<file path="src/rtl/sda_xfer_ctrl.sv">
// sda_xfer_ctrl: single-byte serial transfer controller driving the SDA pad block and SCL.
// Latency: start_req accepted at T, START from T+1, done at T+1+80*CLK_DIV (full transfer).
// Backpressure: none; start_req is ignored (never queued) while busy or in the done cycle.
//
// Ports:
//   m_clk, m_rst_n          clock, asynchronous active-low reset
//   start_req, rw, addr,    request strobe and transfer descriptor, captured in IDLE
//   wdata
//   sda_i                   SDA level returned from the pad
//   sda_oe, sda_o           pad drive: oe=1 pulls SDA low, sda_o tied 0
//   scl                     serial clock
//   busy, done, ack_err,    status; ack_err/rdata valid in the done cycle
//   rdata
//
// Optional feature macro: SDA_XFER_RETRY_EN -- on address NACK, STOP then retry the
// same transfer up to 3 more times before reporting ack_err.

module sda_xfer_ctrl #(
  parameter int unsigned CLK_DIV = 4
) (
  input  logic       m_clk,
  input  logic       m_rst_n,
  input  logic       start_req,
  input  logic       rw,
  input  logic [6:0] addr,
  input  logic [7:0] wdata,
  input  logic       sda_i,
  output logic       sda_oe,
  output logic       sda_o,
  output logic       scl,
  output logic       busy,
  output logic       done,
  output logic       ack_err,
  output logic [7:0] rdata
);

  localparam logic [3:0] S_IDLE  = 4'd0;
  localparam logic [3:0] S_START = 4'd1;
  localparam logic [3:0] S_ADDR  = 4'd2;
  localparam logic [3:0] S_AACK  = 4'd3;
  localparam logic [3:0] S_WDATA = 4'd4;
  localparam logic [3:0] S_WACK  = 4'd5;
  localparam logic [3:0] S_RDATA = 4'd6;
  localparam logic [3:0] S_MNACK = 4'd7;
  localparam logic [3:0] S_STOP  = 4'd8;

  localparam logic [7:0] DIV_LAST = 8'(CLK_DIV - 1);

  logic [3:0] r_state;
  logic [7:0] r_div;
  logic [1:0] r_phase;
  logic [2:0] r_bit;
  logic [7:0] r_abyte;   // {addr, rw}, shifted out MSB first
  logic [7:0] r_wdata;
  logic [7:0] r_shift;
  logic       r_samp;    // last sampled SDA level (ACK slots)
  logic       r_err;     // NACK seen in the current transfer
  logic       r_busy;
  logic       r_done;
  logic       r_ack_err;
  logic [7:0] r_rdata;

  logic w_div_last;
  logic w_sample;
  logic w_bit_end;
  logic w_restart;
  logic w_retry_left;
  logic w_scl;
  logic w_oe;

  assign w_div_last = (r_div == DIV_LAST);
  // Sample point is the last cycle of P2, i.e. just before SCL has been high for a full phase.
  assign w_sample   = w_div_last && (r_phase == 2'd2);
  assign w_bit_end  = w_div_last && (r_phase == 2'd3);

`ifdef SDA_XFER_RETRY_EN
  logic [1:0] r_retry;
  logic       r_restart;

  always_ff @(posedge m_clk or negedge m_rst_n) begin
    if (!m_rst_n) begin
      r_retry   <= 2'd0;
      r_restart <= 1'b0;
    end else if (r_state == S_IDLE) begin
      r_retry   <= 2'd0;
      r_restart <= 1'b0;
    end else if (w_bit_end && (r_state == S_AACK) && r_samp && (r_retry != 2'd3)) begin
      r_restart <= 1'b1;
    end else if (w_bit_end && (r_state == S_STOP) && r_restart) begin
      r_restart <= 1'b0;
      r_retry   <= r_retry + 2'd1;
    end
  end

  assign w_restart    = r_restart;
  assign w_retry_left = (r_retry != 2'd3);
`else
  assign w_restart    = 1'b0;
  assign w_retry_left = 1'b0;
`endif

  // Pad/SCL levels decode straight from state and phase, so SDA only moves when the
  // state or bit index changes (P0 entry) except in the START/STOP bits.
  always_comb begin
    w_scl = 1'b1;
    w_oe  = 1'b0;
    case (r_state)
      S_START: w_oe = r_phase[1];
      S_ADDR: begin
        w_scl = r_phase[1];
        w_oe  = ~r_abyte[r_bit];
      end
      S_WDATA: begin
        w_scl = r_phase[1];
        w_oe  = ~r_wdata[r_bit];
      end
      S_AACK, S_WACK, S_RDATA, S_MNACK: w_scl = r_phase[1];
      S_STOP: begin
        w_scl = (r_phase != 2'd0);
        w_oe  = (r_phase != 2'd3);
      end
      default: begin
        w_scl = 1'b1;
        w_oe  = 1'b0;
      end
    endcase
  end

  always_ff @(posedge m_clk or negedge m_rst_n) begin
    if (!m_rst_n) begin
      r_state   <= S_IDLE;
      r_div     <= 8'd0;
      r_phase   <= 2'd0;
      r_bit     <= 3'd0;
      r_abyte   <= 8'd0;
      r_wdata   <= 8'd0;
      r_shift   <= 8'd0;
      r_samp    <= 1'b1;
      r_err     <= 1'b0;
      r_busy    <= 1'b0;
      r_done    <= 1'b0;
      r_ack_err <= 1'b0;
      r_rdata   <= 8'd0;
    end else begin
      r_done <= 1'b0;
      if (r_state == S_IDLE) begin
        r_div   <= 8'd0;
        r_phase <= 2'd0;
        // r_done blocks a request landing in the done cycle
        if (start_req && !r_done) begin
          r_state   <= S_START;
          r_abyte   <= {addr, rw};
          r_wdata   <= wdata;
          r_busy    <= 1'b1;
          r_ack_err <= 1'b0;
          r_err     <= 1'b0;
        end
      end else begin
        if (w_div_last) begin
          r_div   <= 8'd0;
          r_phase <= r_phase + 2'd1;
        end else begin
          r_div <= r_div + 8'd1;
        end

        if (w_sample) begin
          r_samp <= sda_i;
          if (r_state == S_RDATA) r_shift <= {r_shift[6:0], sda_i};
        end

        if (w_bit_end) begin
          case (r_state)
            S_START: begin
              r_state <= S_ADDR;
              r_bit   <= 3'd7;
            end
            S_ADDR: begin
              if (r_bit == 3'd0) r_state <= S_AACK;
              else               r_bit   <= r_bit - 3'd1;
            end
            S_AACK: begin
              r_bit <= 3'd7;
              if (r_samp) begin
                r_state <= S_STOP;
                if (!w_retry_left) r_err <= 1'b1;
              end else if (r_abyte[0]) begin
                r_state <= S_RDATA;
              end else begin
                r_state <= S_WDATA;
              end
            end
            S_WDATA: begin
              if (r_bit == 3'd0) r_state <= S_WACK;
              else               r_bit   <= r_bit - 3'd1;
            end
            S_WACK: begin
              r_state <= S_STOP;
              if (r_samp) r_err <= 1'b1;
            end
            S_RDATA: begin
              if (r_bit == 3'd0) r_state <= S_MNACK;
              else               r_bit   <= r_bit - 3'd1;
            end
            S_MNACK: r_state <= S_STOP;
            S_STOP: begin
              if (w_restart) begin
                r_state <= S_START;
              end else begin
                r_state   <= S_IDLE;
                r_busy    <= 1'b0;
                r_done    <= 1'b1;
                r_ack_err <= r_err;
                if (r_abyte[0] && !r_err) r_rdata <= r_shift;
              end
            end
            default: r_state <= S_IDLE;
          endcase
        end
      end
    end
  end

  assign scl     = w_scl;
  assign sda_oe  = w_oe;
  assign sda_o   = 1'b0;
  assign busy    = r_busy;
  assign done    = r_done;
  assign ack_err = r_ack_err;
  assign rdata   = r_rdata;

endmodule

</file>
<file path="config.mk">
export PLATFORM = sky130hd
export DESIGN_NAME = sda_xfer_ctrl
export DESIGN_NICKNAME = d
export VERILOG_FILES = /design/src/rtl/sda_xfer_ctrl.sv
export SDC_FILE = /design/constraint.sdc
export NUM_CORES = 1
export LEC_CHECK = 0
export BUFFER_PORTS_ARGS = -buffer_cell sky130_fd_sc_hd__clkbuf_2
export CORE_MARGIN = 2
export CORE_UTILIZATION = 57
export DETAILED_ROUTE_END_ITERATION = 16
export GPL_TIMING_DRIVEN = 0
export HOLD_SLACK_MARGIN = 0.05
export PLACE_DENSITY = 0.79
export SLEW_MARGIN = 10
export SYNTH_ARGS = -nofsm -noshare
export SYNTH_HDL_FRONTEND = slang
export SYNTH_SLANG_ARGS = --single-unit
</file>
<file path="constraint.sdc">
create_clock -name m_clk -period 3.1 [get_ports m_clk]
set_clock_uncertainty 0.2 [all_clocks]
set_input_delay 0.31 -clock m_clk [delete_from_list [all_inputs] [get_ports m_clk]]
set_output_delay 0.31 -clock m_clk [all_outputs]
set_load 0.05 [all_outputs]
</file>
## Word level (Yosys, flattened, before mapping)

Cells that the tools add are included.

| storage, ports and cells | value |
|---|---|
| flip-flop bits (word level) | 54 |
| input bits | 20 |
| output and inout port bits | 14 |
| word-level logic and storage cells | 101 |

| cells by class | value |
|---|---|
| add/sub/neg operators | 3 |
| magnitude comparators | 1 |
| eq/ne operators | 17 |
| multiplexer cells | 36 |
| bitwise operators | 3 |
| reductions and logical operators | 28 |

Operators with widths:

| cell | count |
|---|---|
| 4-bit two-way mux | 7 |
| 4-bit case mux with 6 select lines | 1 |
| 1-bit two-way mux | 17 |
| 4-bit by 3-bit equality test with 1-bit output (second input constant) | 4 |
| 8-bit two-way mux | 2 |
| 2-bit nonzero test | 7 |
| 4-bit AND reduction | 3 |
| 8-bit by 1-bit adder with 8-bit output (second input constant) | 1 |
| 4-bit by 2-bit equality test with 1-bit output (second input constant) | 2 |
| 8-bit by 2-bit equality test with 1-bit output (second input constant) | 1 |
| 1-bit binary-select mux with 3-bit select | 2 |
| 2-bit two-way mux | 3 |
| 3-bit inequality test (second input constant) | 2 |
| 3-bit case mux with 2 select lines | 1 |
| 3-bit AND reduction | 2 |
| 2-bit OR reduction | 3 |
| 6-bit OR reduction | 1 |
| 5-bit AND reduction | 1 |
| 2-bit equality test (second input constant) | 2 |
| 4-bit by 1-bit equality test with 1-bit output (second input constant) | 1 |
| 4-bit equality test (second input constant) | 1 |
| 1-bit logical AND | 4 |
| 4-bit logical NOT | 1 |
| 3-bit by 4-bit less-than comparator with 1-bit output (second input constant) | 1 |
| 13 further kinds | 18 |

## Logic depth before layout (Yosys ltp)

Gate-level depths: netlist of run 1.

| depth | value |
|---|---|
| word-level depth | 5 |
| mapped depth | 7 |
| gate-level depth less buffers | 6 |

## Worst setup path after synthesis of run 1

OpenSTA, ideal clock, no wires.

| path | value |
|---|---|
| path type | register -> output |
| start | reg r_bit[1] |
| end | out sda_oe |
| arrival time | 2392 ps |
| data required time | 2590 ps |
| slack | 198 ps |
| cell stages (with the launch flop) | 6 |
| path buffers | 1 |
| cell sequence | dfrtp_1 -> clkbuf_1 -> mux4_2 -> nand2_1 -> a41oi_1 -> o21ai_0 |

| between the ends | value |
|---|---|
| word-level cells in the longest chain between the ends | 4 |
| elaborated cells on any way between the ends | 7 |
| classes of those cells | mux: 5; bitwise: 2 |

Ends and longest elaborated chain:

| element | RTL line | text |
|---|---|---|
| from (decl) | 52 | `logic [2:0] r_bit;` |
| from (signal assigned) | 179 | `else r_bit <= r_bit - 3'd1;` |
| from (signal assigned) | 194 | `else r_bit <= r_bit - 3'd1;` |
| from (signal assigned) | 202 | `else r_bit <= r_bit - 3'd1;` |
| 1-bit binary-select mux with 3-bit select, on equally long branches | 115, 111 |  |
| 1-bit two-way mux, on equally long branches | 115, 111 |  |
| 1-bit inverter, on equally long branches | 115, 111 |  |
| 1-bit case mux with 4 select lines (*) | 107 | `case (r_state)` |
| to (decl) | 28 | `output logic sda_oe,` |

Mark *: on every way between the ends. The rest lies on a longest branch, timed or not. The select of a mux whose other input is x is not followed.

## Worst setup path after layout of run 1

Ends and elaborated chain as after synthesis.

==> impl_metrics.yaml, run 1 <==
placement:
  gp_congestion: 0.873
  port_buffers: 32
  hpwl_um: 3370
  dpl_cell_area_mm2: 0.00282
min_path:
  hold_path_depth: 2
  hp-start: "sda_i"
  hp-class: "in2reg"
logic_synthesis:
  synth.most_common_cell: "nand2_1"
  syn-cell-area_mm2: 0.00259
  synth_area_leaders: "dfrtp_1, mux2_2, nand2_1"
  async_reset_ff_share_pct: 100
  synthTopCellsByCount: "nand2_1, dfrtp_1, mux2_2"
  syn_nets: 267
  synth_seq_cells: 54
  synth.top_cell.area_share_pct: 51.2
  postSynthAreaPerCell_um2: 10.7
  ys_types: 44
  netlist_instances: 241
  yosysTopAreaCell: "dfrtp_1"
  synth_flop_cell: "dfrtp_1"
  synth-seq-area-share_pct: 52.2
  synth-edff-count: 0
  ys_warn_count: 0
global_route:
  grt_pass1_wl_um: 9010
  grt_usage_pct: 22.6
  overflow: 0
  first_global_vias: 1997
  antenna_found_initial: 0
  grt_max_degree: 55
cts:
  post_cts_buffers: 0
  clock-sinks: 54
  cts_made_buffers: 5
  worst_skew_pair.late_latency_ns: 0.30
  htreeDepth: 2
  root_buffer: "clkbuf_8"
  path_clk_slew_ns: 0.09
  cts_buffer_depth: 2
  cts_tree: "done"
critical_path:
  critPathLaunchType: "register"
  cp.arrival_ns: 2.26
  cp_max_fo: 6
  worstSetupEndpointType: "output pin"
  reg2regPathDepth: 4
  rr_startpoint: "r_state[3]"
  max_stage_delay_ns: 0.57
  crit_path_start: "r_bit[1]"
  critPathSlowestCell: "mux4_2"
  path_depth: 6
  cp.required_ns: 2.59
  worstSetupPathType: "reg2out"
  crit_chain: "clkbuf_1, mux4_2, nand2_1, a41oi_1, o21ai_0, clkbuf_2"
  crit_buf_inv: 2
  crit_family: "buffers and inverters"
power_and_ir_drop:
  power.internal_uw: 913
  total_power_uw: 1180
  p_clk_share_pct: 31.2
  p_leak_uw: 0.00151
  p_switching_uw: 269
  seq_power_share_pct: 61.5
  powerDensity_mw_per_mm2: 385
  comb_power_share_pct: 7.3
  switching_share_pct: 22.8
  ir_worst_vdd_uv: 306
cells_and_area:
  n_antenna_cell: 0
  num-nets-final: 323
  syn_to_final_growth_pct: 18.5
  final_cell_area_mm2: 0.00307
  drive_gt1_share_pct: 25.6
sta:
  rsz0062_at_grt: "false"
  fmax_ghz: 0.361
  period_needed_ns: 2.77
  post-route-period-util_pct: 89.5
  holdWs_ns: 0.0775
  setup-violations-final: 0
  hold_viol: 0
  worst_pin_slew_ns: 0.979
  tns_ns: 0
  maxSlewViolCount: 0
  slew_headroom_pct: 34.1
floorplanning:
  num_rows: 24
  die_y_um: 71.4
  die_width_um: 71.4
  ios: 34
  initial_core_util_pct: 59.5
  fp.coreArea_mm2: 0.00435
  die_area_mm2: 0.00510
outcome:
  status: "complete, no violations"
route:
  vias: 1894
  avgRoutedWirePerCell_um: 14.5
  finalWirelength_um: 5060
  via_per_inst: 5.43
  drtIter0Drc: 122
  dr.pass1.iters: 4
  ant_nets: 0
  drc: 0
run:
  maxCapViolations: 0
-- area by class of cell --
cell class                      count  area, um^2
Multi-Input combinational cell    167        1150
Inverter                            9        33.8
Fill cell                         310        1290
Tap cell                           52        65.1
Clock buffer                        6        72.6
Timing Repair Buffer               49         333
Clock inverter                      1        7.51
Sequential cell                    54        1350
Buffer                             11        50.0
-- flip-flops by register name, summed over array words and instances, names as in the netlist --
name / cells
done: 1
rdata: 8
r_abyte: 8
r_err: 1
busy: 1
r_samp: 1
r_phase: 2
r_wdata: 8
r_bit: 3
r_state: 4
r_shift: 8
r_div: 8
ack_err: 1
-- power by group through the flow --
stage / logic (uW) / clock network (uW) / registers [uW]
2_1_floorplan: 32.3 / 0 / 741
4_1_cts: 86.1 / 379 / 727
5_1_grt: 96.7 / 406 / 729
3_5_place_dp: 69.5 / 0 / 741
6_report: 86.0 / 369 / 727
3_3_place_gp: 66.9 / 0 / 740
-- what timing repair did --
item,4_1_cts,5_1_grt
endpoints found under the hold margin,69,0
endpoints found under the setup margin,0,0
hold buffers,17,0
resized for setup,0,0
-- layout by cell type, fill, tap and decap left out, types with 3 or more instances in the layout --
cell and instances:
a21oi_1 3, a31oi_1 3, mux4_2 4, xor2_1 3, clkbuf_8 5, ha_1 6
dfrtp_1 53, buf_2 4, mux2_2 20, clkbuf_1 7, nor2_1 16, nand3_1 7
inv_1 9, clkbuf_2 31, dlygate4sd3_1 17, xnor2_1 5, nor3_1 5, nand2_1 58
o21ai_0 3
-- stage by stage --
stage          setup slack (ns)  util [%]  std cells
4_1_cts                   0.297      70.4        349
2_1_floorplan             0.198         -        241
3_3_place_gp              0.350      64.6        325
5_1_grt                  0.0850      70.4        349
3_5_place_dp              0.374      64.7        325
6_report                  0.327      70.4        349
-- worst reg2reg max path, delay by kind of cell, from the launching register on --
kind | cells | cell delay, ns
and+or+nand+nor | 2 | 1.28
DFF | 1 | 0.43
muxes | 1 | 0.39
AOI/OAI and AO/OA | 1 | 0.35
-- path summary, 6_finish.rpt --
check / to / slack (ns)
max reg2reg: r_state[3] / 0.34
max in group asynchronous: r_phase[1] / 1.80
min in group asynchronous: r_wdata[0] / 0.42
max: sda_oe / 0.33
min: r_samp / 0.08
min reg2reg: r_wdata[4] / 0.29
-- logic make-up (layout without fill, tap and decap cells) --
kind of cell | after synthesis | in the layout | share of synthesized area (%)
simple gates | 109 | 109 | 21.5
compound gates | 18 | 18 | 4.74
fa+ha+maj | 6 | 6 | 2.90
mux | 25 | 25 | 12.6
flops | 54 | 54 | 52.2
buf+inv | 20 | 76 | 3.24
other cells | 1 | 1 | 0.145
xor+xnor | 8 | 8 | 2.71
-- layer usage --
layer	global-route usage, %	part of all wire (%)	wire, um
met4	7.97	2.3	117
met5	0	0	0
met2	36.3	48	2400
met1	30.8	46	2350
met3	4.64	3.7	188
Power figures use the tool's default switching activity.
==> run 2, diff against run 1 <==
==> constraint.sdc (replaced) <==
create_clock -name m_clk -period 2.75 [get_ports m_clk]
set_clock_uncertainty 0.2 [all_clocks]
set_input_delay 0.275 -clock m_clk [delete_from_list [all_inputs] [get_ports m_clk]]
set_output_delay 0.275 -clock m_clk [all_outputs]
set_load 0.02 [all_outputs]
==> impl_metrics.yaml, run 2 (synthesis results as in run 1) <==
critical_path:
  worstSetupEndpointType: "output pin"
  worstSetupPathType: "reg2out"
  cp.required_ns: 2.28
  crit_top_cell: "clkbuf_2"
  critPathSlowestCell: "dfrtp_1"
  crit_chain: "clkbuf_2, or3b_2, a21oi_1, a41oi_1, o21ai_0, clkbuf_2"
  reg2regPathDepth: 5
  max_stage_delay_ns: 0.46
  rrSetupSlack_ns: 0.20
  r2r_end: "r_shift[0]"
  cp_max_fo: 10
  critPathLaunchType: "register"
  rr_startpoint: "r_div[0]"
  cp.arrival_ns: 2.09
placement:
  dp.cells: 325
  port_buffers: 32
  hpwl_um: 3370
  gp_congestion: 0.873
sta:
  fmax_ghz: 0.390
  post-route-period-util_pct: 93.2
  slew_headroom_pct: 52.0
  setup-violations-final: 0
  worst_pin_slew_ns: 0.720
  tns_ns: 0
  hold_viol: 0
  period_needed_ns: 2.56
  maxSlewViolCount: 0
  rsz0062_at_grt: "false"
cells_and_area:
  drive_gt1_share_pct: 26.6
  num-nets-final: 323
  layout_common_cells: "nand2_1, dfrtp_1, clkbuf_2"
  post-route-util_pct: 70.9
  n_antenna_cell: 0
  stdcell_count: 349
  final_common_cell: "nand2_1"
  syn_to_final_growth_pct: 19.2
  num-fill-cells: 308
power_and_ir_drop:
  powerDensity_mw_per_mm2: 430
  p_leak_uw: 0.00152
  ir_worst_vdd_uv: 337
floorplanning:
  die_width_um: 71.4
  die_y_um: 71.4
  fp.coreArea_mm2: 0.00435
  die_area_mm2: 0.00510
  initial_core_util_pct: 59.5
  ios: 34
  num_rows: 24
cts:
  cts_tree: "done"
  cts_buffer_depth: 2
  post_cts_buffers: 0
  path_clk_slew_ns: 0.09
  worst_skew_pair.late_latency_ns: 0.30
  clock-sinks: 54
  root_buffer: "clkbuf_8"
  htreeDepth: 2
  cts_made_buffers: 5
global_route:
  antenna_found_initial: 0
  grt_max_degree: 55
  grt_pass1_wl_um: 9030
  overflow: 0
  first_global_vias: 2000
  grt_usage_pct: 22.6
route:
  vias: 1902
  ant_nets: 0
  drtIter0Drc: 92
  finalWirelength_um: 5080
  dr.pass1.iters: 4
  drc: 0
  avgRoutedWirePerCell_um: 14.6
  via_per_inst: 5.45
min_path:
  hp-start: "start_req"
  hp-class: "in2reg"
  hold-path-endpoint: "r_wdata[2]"
  hold_path_depth: 4
outcome:
  status: "complete, no violations"
run:
  maxCapViolations: 0
[run 2: cell types whose count changed in the layout (fill, tap and decap cells not counted), sizes merged]
cell / previous run / this run
clkbuf: 44 / 43
dlygate4sd3: 17 / 18
[run 2: layer usage]
metal  vias up  global-route usage (%)  share of wire [%]
met4         0                    7.97                1.8
met2        43                    36.3                 49
met5         -                       0                  0
met3        10                    4.64                3.6
li1        924                       -                  -
met1       925                    30.9                 45
[run 2: through the flow]
step,total power [uW],setup slack (ns),cell area (um^2),hold slack [ns]
3_3_place_gp,906,0.000394,2810,0.256
4_1_cts,1340,0.00441,3080,0.229
5_1_grt,1390,0.0251,3090,0.260
3_5_place_dp,909,0.0241,2820,0.202
6_report,1330,0.187,3090,0.230
2_1_floorplan,868,0.440,2590,-0.221
[run 2: area by class of cell]
type	instances	area, um^2	area share, %
clock buffer	6	72.6	2.35
buffer	10	47.5	1.54
inverter	9	33.8	1.09
multi-input combinational	167	1160	37.7
tap	52	65.1	2.11
clock inverter	1	7.51	0.243
sequential	54	1350	43.8
timing repair buffer	50	343	11.1
[run 2: timing repair]
action	in CTS	in global routing
resized for setup	0	5
setup endpoints to repair	0	4
hold buffers	18	0
endpoints found under the hold margin	71	0
[run 2: how the worst max path moves through the flow]
stage | start | end | slack (ns) | depth (start not counted)
global route | r_div[0] | r_shift[5] | 0.03 | 5
detailed placement | r_state[0] | r_state[3] | 0.02 | 4
finish | r_state[3] | sda_oe | 0.19 | 6
CTS | r_state[3] | r_state[3] | 0.004 | 4
floorplan | r_bit[1] | r_bit[0] | 0.44 | 7
global placement | r_state[3] | r_state[3] | 0.0004 | 4
[run 2: power by group]
part           switching (uW)  total (uW)  internal, uW
Clock                     241         416           175
Combinational            48.9        93.6          44.7
Sequential               9.50         819           810
Total                     299        1330          1030
[run 2: critical path, delay by kind of cell (launching register included)]
kind | cells | cell delay (ns)
flops | 1 | 0.46
buf+inv | 2 | 0.46
simple gates | 1 | 0.46
compound gates | 3 | 0.41
==> run 3, diff against run 2 <==
--- a/config.mk
+++ b/config.mk
@@ -7,11 +7,11 @@
 export LEC_CHECK = 0
 export BUFFER_PORTS_ARGS = -buffer_cell sky130_fd_sc_hd__clkbuf_2
 export CORE_MARGIN = 2
-export CORE_UTILIZATION = 57
+export CORE_UTILIZATION = 51
 export DETAILED_ROUTE_END_ITERATION = 16
 export GPL_TIMING_DRIVEN = 0
 export HOLD_SLACK_MARGIN = 0.05
-export PLACE_DENSITY = 0.79
+export PLACE_DENSITY = 0.75
 export SLEW_MARGIN = 10
 export SYNTH_ARGS = -nofsm -noshare
 export SYNTH_HDL_FRONTEND = slang
==> constraint.sdc (replaced) <==
create_clock -name m_clk -period 2.15 [get_ports m_clk]
set_clock_uncertainty 0.2 [all_clocks]
set_input_delay 0.215 -clock m_clk [delete_from_list [all_inputs] [get_ports m_clk]]
set_output_delay 0.215 -clock m_clk [all_outputs]
set_load 0.02 [all_outputs]
==> impl_metrics.yaml, run 3 (synthesis results as in run 1) <==
cells_and_area:
  final_cell_area_mm2: 0.00344
  post-route-util_pct: 71.5
  num-nets-final: 342
  syn_to_final_growth_pct: 33.0
  stdcell_count: 384
  layout_common_cells: "nand2_1, dfrtp_1, clkbuf_2"
  final_common_cell: "nand2_1"
  n_antenna_cell: 0
  drive_gt1_share_pct: 36.3
sta:
  fin_ws_ns: -0.109
  setup-violations-final: 18
  holdWs_ns: 0.173
  maxSlewViolCount: 0
  fmax_ghz: 0.443
  slew_headroom_pct: 50.3
  post-route-period-util_pct: 105
  period_needed_ns: 2.26
  rsz0062_at_grt: "true"
  worst_pin_slew_ns: 0.745
  hold_viol: 0
outcome:
  violations: "negative setup slack"
  status: "finished, violations left"
critical_path:
  worstSetupPathType: "reg2out"
  cp.required_ns: 1.74
  worstSetupEndpointType: "output pin"
  critPathSlowestCell: "mux4_2"
  crit_family: "multiplexers"
  crit_buf_inv: 2
  max_stage_delay_ns: 0.53
  crit_chain: "buf_8, mux4_2, nand2_2, a41oi_2, o21ai_2, buf_6"
  cp.arrival_ns: 1.84
  cp_max_fo: 6
  critPathLaunchType: "register"
power_and_ir_drop:
  powerDensity_mw_per_mm2: 538
  p_leak_uw: 0.00167
  ir_worst_vdd_uv: 333
floorplanning:
  ios: 34
  die_y_um: 75.2
  fp.coreArea_mm2: 0.00482
  die_area_mm2: 0.00566
  die_width_um: 75.2
  initial_core_util_pct: 53.7
  num_rows: 25
placement:
  place_ws_ns: -0.663
  port_buffers: 32
  dp.cells: 340
  dpl_cell_area_mm2: 0.00285
  gp_congestion: 0.855
  hpwl_um: 3330
cts:
  path_clk_slew_ns: 0.09
  cts_tree: "done"
  htreeDepth: 2
  clock-sinks: 54
  worst_skew_pair.late_latency_ns: 0.31
  root_buffer: "clkbuf_8"
  cts_buffer_depth: 2
  cts_made_buffers: 5
route:
  ant_nets: 0
  drtIter0Drc: 160
  vias: 2039
  avgRoutedWirePerCell_um: 14.9
  finalWirelength_um: 5730
  via_per_inst: 5.31
  drc: 0
  dr.pass1.iters: 4
min_path:
  hp-class: "in2reg"
global_route:
  grt_usage_pct: 21.6
  grt_pass1_wl_um: 9160
  overflow: 0
  antenna_found_initial: 0
  grt_max_degree: 55
  first_global_vias: 1982
run:
  maxCapViolations: 0
run 3: layout make-up:
cell class | instances | area [um^2]
clock buffers | 6 | 72.6
inverters | 9 | 33.8
repair buffers | 70 | 507
plain buffers | 9 | 63.8
well taps | 67 | 83.8
fillers | 350 | 1380
flip-flops and latches | 54 | 1350
multi-input cells | 167 | 1290
clock inverters | 2 | 37.5
run 3: path summary, 6_finish.rpt:
kind | startpoint | endpoint | slack, ns | cells after the start
worst min-delay path | start_req | r_state[1] | 0.17 | 4
worst min register to register | r_wdata[6] | r_wdata[6] | 0.29 | 2
max in group asynchronous | m_rst_n | r_state[3] | 0.88 | 2
worst max register to register | r_div[1] | r_shift[0] | -0.11 | 6
min in group asynchronous | m_rst_n | r_wdata[7] | 0.32 | 2
worst max-delay path | r_bit[1] | sda_oe | -0.11 | 6
run 3: timing repair:
item / in CTS / in global routing
endpoints found under the setup margin: 54 / 44
buffers inserted: 13 / 7
resized for setup: 19 / 19
hold buffers: 18 / 0
pin swaps: 7 / 7
hold endpoints to repair: 71 / 0
gates cloned: 0 / 0
run 3: power breakdown:
group	internal [uW]	leakage, uW	switching [uW]	total (uW)
clock network	348	0.0000514	324	672
logic	63.7	0.000896	65.6	129
registers	1040	0.000724	13.4	1050
run 3: per-stage QoR:
step / TNS, ns / total power [uW]
after global placement: -14.82 / 1160
after floorplan: -2.28 / 1110
final: -1.35 / 1850
after CTS: -3.09 / 1860
after global routing: -4.07 / 1930
after detailed placement: -14.14 / 1160
run 3: metal layers:
layer	global-route usage, %	part of all wire, %	up-vias
li1	-	-	966
met1	30.1	43	997
met2	34.6	50	65
met3	4.55	4.3	11
met4	5.85	2.0	0
met5	0	0	-
run 3: tightest hold or removal path: stages:
cell and delay (ns):
clkbuf_2 0.10, nand3b_1 0.12, o21ai_2 0.13, a2bb2oi_1 0.08
